`config.mk`:
```
export PLATFORM = sky130hd
export DESIGN_NAME = operand_entry
export DESIGN_NICKNAME = d
export VERILOG_FILES = /design/src/rtl/operand_entry.sv
export SDC_FILE = /design/constraint.sdc
export NUM_CORES = 1
export LEC_CHECK = 0
export ABC_AREA = 1
export CORE_AREA = 5 5 79 52
export DETAILED_ROUTE_END_ITERATION = 8
export DIE_AREA = 0 0 84 57
export DONT_BUFFER_PORTS = 1
export PLACE_DENSITY = 0.65
export SLEW_MARGIN = 20
export SYNTH_ARGS = -nofsm -noshare
export SYNTH_HDL_FRONTEND = slang
export SYNTH_SLANG_ARGS = --single-unit
```
`constraint.sdc`:
```
create_clock -name clock_i -period 3.1 [get_ports clock_i]
set_input_delay 0.62 -clock clock_i [delete_from_list [all_inputs] [get_ports clock_i]]
set_output_delay 0.62 -clock clock_i [all_outputs]
set_load 0.01 [all_outputs]
```
`src/rtl/operand_entry.sv`:
```
// operand_entry: keypad front end of the calculator datapath.
// Accumulates decimal key digits into an unsigned binary operand and commits
// it with a one-cycle valid pulse on ENTER.
// Optional feature macro: OPERAND_ENTRY_BACKSPACE_EN (backspace key 0xB).
// When the macro is undefined, 0xB is a no-op and no divider is built.
module operand_entry #(
  parameter int unsigned width      = 8,
  parameter int unsigned max_digits = 3
) (
  input  logic             clock_i,
  input  logic             reset_i,
  input  logic [3:0]       key_code_i,
  input  logic             key_valid_i,
  output logic             key_ready_o,
  output logic [width-1:0] value_o,
  output logic [3:0]       digit_count_o,
  output logic             overflow_o,
  output logic [width-1:0] operand_o,
  output logic             operand_valid_o
);

  // Candidate is computed four bits wider so value*10+d can never wrap.
  localparam int unsigned   cand_w       = width + 4;
  localparam logic [cand_w-1:0] max_value_c = {4'b0000, {width{1'b1}}};
  localparam logic [cand_w-1:0] ten_c       = cand_w'(4'd10);
  localparam logic [3:0]    max_digits_c = 4'(max_digits);

  localparam logic [3:0] key_enter_c = 4'hA;
  localparam logic [3:0] key_clear_c = 4'hC;
`ifdef OPERAND_ENTRY_BACKSPACE_EN
  localparam logic [3:0] key_bksp_c  = 4'hB;
`endif

  typedef enum logic [1:0] {
    IDLE  = 2'd0,
    ENTRY = 2'd1,
    DONE  = 2'd2
  } state_t;

  state_t           state_q;
  logic [width-1:0] value_q;
  logic [width-1:0] operand_q;
  logic [3:0]       count_q;
  logic             overflow_q;
  logic             valid_q;
  logic             ready_q;

  logic              key_accept_d;
  logic              is_digit_d;
  logic              digit_ok_d;
  logic [cand_w-1:0] cand_d;
`ifdef OPERAND_ENTRY_BACKSPACE_EN
  logic [width-1:0]  value_div10_d;
`endif

  // Decode the incoming key and evaluate whether a digit can be appended.
  always_comb begin
    key_accept_d = key_valid_i & ready_q;
    is_digit_d   = (key_code_i <= 4'd9);
    cand_d       = ({4'b0000, value_q} * ten_c) + {{width{1'b0}}, key_code_i};
    if ((count_q < max_digits_c) && (cand_d <= max_value_c)) begin
      digit_ok_d = 1'b1;
    end else begin
      digit_ok_d = 1'b0;
    end
  end

`ifdef OPERAND_ENTRY_BACKSPACE_EN
  // Drop the last decimal digit (constant divide by ten).
  always_comb begin
    value_div10_d = value_q / width'(4'd10);
  end
`endif

  // Entry FSM with registered outputs; reset overrides any accepted key.
  always_ff @(posedge clock_i) begin
    if (reset_i) begin
      state_q    <= IDLE;
      value_q    <= '0;
      operand_q  <= '0;
      count_q    <= 4'd0;
      overflow_q <= 1'b0;
      valid_q    <= 1'b0;
      ready_q    <= 1'b1;
    end else begin
      case (state_q)
        DONE: begin
          // Single bubble cycle after commit, then back to an empty entry.
          state_q    <= IDLE;
          value_q    <= '0;
          count_q    <= 4'd0;
          overflow_q <= 1'b0;
          valid_q    <= 1'b0;
          ready_q    <= 1'b1;
        end
        IDLE, ENTRY: begin
          valid_q <= 1'b0;
          ready_q <= 1'b1;
          if (key_accept_d) begin
            if (is_digit_d) begin
              if (digit_ok_d) begin
                value_q <= cand_d[width-1:0];
                count_q <= count_q + 4'd1;
                state_q <= ENTRY;
              end else begin
                // Rejected digit: keep value/count/state, flag it.
                overflow_q <= 1'b1;
              end
            end else begin
              case (key_code_i)
                key_enter_c: begin
                  operand_q <= value_q;
                  valid_q   <= 1'b1;
                  ready_q   <= 1'b0;
                  state_q   <= DONE;
                end
                key_clear_c: begin
                  value_q    <= '0;
                  count_q    <= 4'd0;
                  overflow_q <= 1'b0;
                  state_q    <= IDLE;
                end
`ifdef OPERAND_ENTRY_BACKSPACE_EN
                key_bksp_c: begin
                  if (count_q != 4'd0) begin
                    value_q    <= value_div10_d;
                    count_q    <= count_q - 4'd1;
                    overflow_q <= 1'b0;
                    if (count_q == 4'd1) begin
                      state_q <= IDLE;
                    end else begin
                      state_q <= ENTRY;
                    end
                  end else begin
                    state_q <= state_q;
                  end
                end
`endif
                default: begin
                  // Remaining codes are accepted and ignored.
                  state_q <= state_q;
                end
              endcase
            end
          end else begin
            state_q <= state_q;
          end
        end
        default: begin
          // Unreachable encoding: recover to an empty, ready entry.
          state_q    <= IDLE;
          value_q    <= '0;
          count_q    <= 4'd0;
          overflow_q <= 1'b0;
          valid_q    <= 1'b0;
          ready_q    <= 1'b1;
        end
      endcase
    end
  end

  assign key_ready_o     = ready_q;
  assign value_o         = value_q;
  assign digit_count_o   = count_q;
  assign overflow_o      = overflow_q;
  assign operand_o       = operand_q;
  assign operand_valid_o = valid_q;

endmodule
```
==> impl_metrics.ini <==
[status]
status = finished clean

[critical_path]
r2r_end = value_o[7]
crit_buf_inv = 3
slowest_stage = fa_1
path_cells = ha_1 -> ha_1 -> inv_1 -> fa_1 -> nor2_2 -> nand3_1 -> nand2_1 -> inv_1 -> nor2_1 -> nand2_1 -> nand2_2 -> nand3_2 -> nand2_2 -> nand2_2 -> inv_4 -> nor2_1 -> nor2_1
cp.depth = 17
critical_path.max_fanout = 11
worstSetupEndpointType = flip-flop
cp_top_family = simple AND/OR/NAND/NOR gates
endpoint = value_o[7]
crit_required_ns = 3.31
reg2reg_slack_ns = 0.38
slowest_delay_ns = 0.50
cp.arrival_ns = 2.94
worst_setup_path_start_kind = flip-flop
reg2reg_depth = 17
worstReg2RegStart = value_o[2]
crit_type = flip-flop to flip-flop
critPathLaunch = value_o[2]

[sta]
period_share_pct = 87.9
rsz0062_at_grt = no
setup_tns_ns = 0
maxSlewHeadroom_pct = 62.3
tightest_slew_ns = 0.563
finalSetupViolations = 0
finalMaxSlewViolations = 0
max_freq_mhz = 367
layout_min_cycle_time_ns = 2.72
final-hold-violation-count = 0
skew_ns = 0.00547

[global_route]
grt_use_met3_pct = 6.35
grt_pass1_vias = 1296
track_usage_pct = 16.2
grt_use_met2_pct = 21.9
overflow = 0
top_usage_layer = met1
grt_max_degree = 16
grt_pass1_wl_um = 6140
antenna_found_initial = 0
globalRouteMet1Util_pct = 23.2

[clock_network]
cts_resized = 0
post_cts_buffers = 0
hold_buffers = 0
cts_buffer_depth = 2
path_clk_slew_ns = 0.09
cts_root_buffer = clkbuf_8
insertion_delay_ns = 0.27
tritoncts = done
htree_levels = 1
cts_sinks = 24
cts_buffers = 3

[hold_path]
hp-class = input port to flip-flop
hold_path_depth = 1

[power]
peakVddDrop_mv = 0.343
p_leak_uw = 0.000863
p_per_area_nw_per_um2 = 717

[place]
io_buffer_count = 0
dp_hpwl_um = 3010
place.gp.congestion = 0.886

[finish]
final_cell_mix = nand2_1 (53), nor2_1 (49), inv_1 (28), nand3_1 (26), dfxtp_1 (24)
finalNetCount = 267
seq_area_um2 = 480
multiInputGateArea_um2 = 961
final_common_cell = nand2_1
drive_gt1_share_pct = 7.88
n_fill_cell = 352
syn_to_final_growth_pct = 8.65
post-route-util_pct = 50.3
insertedDiodeCount = 0

[floorplanning]
die_area_um2 = 4790
core-area_um2 = 3400
die_y_um = 57
placementRows = 17
die_w_um = 84
initial_core_util_pct = 46.3
ios = 30

[detailed_routing]
postRouteAntennaNets = 0
wirelength_um = 3760
via_per_inst = 4.92
drt-initial-drc-count = 95
drt-pass1-iter-count = 5
drc = 0
wl_per_cell_um = 13.0
vias = 1417

[synth]
syn_area_per_cell_um2 = 6.68
synth.distinct_cells = 22
syn_area_um2 = 1580
yosys_warnings = 0
synth_seq_cells = 24
synth_nets = 261
syn_inst = 236
ys_seq_area_share_pct = 30.5

[run]
drv_cap = 0
[sequential cells by signal (all words and copies together) (netlist names)]
| signal | count |
|---|---|
| overflow_o | 1 |
| operand_o | 8 |
| operand_valid_o | 1 |
| digit_count_o | 4 |
| key_ready_o | 1 |
| state_q | 1 |
| value_o | 8 |
[power by group]
| group | internal (uW) | switching, uW | leakage [uW] | total, uW |
|---|---|---|---|---|
| clock network | 173 | 100 | 0.0000357 | 273 |
| registers | 346 | 50.7 | 0.000195 | 396 |
| logic | 200 | 359 | 0.000632 | 559 |
| total | 719 | 510 | 0.000863 | 1230 |
[layer usage]
metal	up-vias	wire length, um	share of wire (%)
li1	764	-	-
met1	604	1900	51
met2	43	1440	38
met3	6	354	9.4
met4	0	62	1.7
met5	-	0	0
[worst register-to-register path: cells and delay by family (launching register included)]
kind	cells	cell delay [ns]
fa+ha+maj	3	0.88
buf+inv	3	0.23
flops	1	0.48
simple gates	11	1.10
[per-stage QoR]
step / worst slack [ns] / power [uW] / cells / hold slack [ns] / area (um2)
final: 0.376 / 1230 / 288 / 0.436 / 1710
after global routing: 0.0670 / 1340 / 288 / 0.426 / 1710
after CTS: 0.352 / 1240 / 288 / 0.426 / 1710
after detailed placement: 0.377 / 962 / 284 / 0.505 / 1640
after global placement: 0.460 / 954 / 284 / 0.508 / 1640
after floorplan: 0.611 / 835 / 236 / 0.474 / 1580
[cell usage after synthesis, drive strengths merged]
library cell	count	area, um2
nor3	3	15.0
xnor2	1	16.3
nand2	56	218
nor2	51	196
dfxtp	24	480
inv	29	111
o21ai	14	73.8
buf	3	23.8
fa	2	40.0
nor4	1	6.26
nand4	1	6.26
a21oi	7	38.8
nand3	28	150
ha	16	200
[cell type report]
cell class	count	area share [%]
multi-input cells	180	56.1
flip-flops and latches	24	28.0
inverters	29	6.50
well taps	47	3.43
clock buffers	3	2.41
clock inverters	1	1.75
repair buffers	4	1.75
[worst min path at each step]
stage,end,start
final,operand_valid_o,reset_i
after floorplan,digit_count_o[3],digit_count_o[3]
after detailed placement,overflow_o,overflow_o
after CTS,operand_valid_o,reset_i
after global routing,operand_valid_o,reset_i
after global placement,overflow_o,overflow_o
[logic make-up (layout without fill, tap and decap cells)]
logic type / count (synthesis) / after routing / synth area share, %
compound gates: 21 / 21 / 7.14
xor+xnor: 1 / 1 / 1.03
fa+ha+maj: 18 / 18 / 15.2
buf+inv: 32 / 37 / 8.57
flops: 24 / 24 / 30.5
simple gates: 140 / 140 / 37.5
No activity file was read; power rests on OpenSTA's default activity.
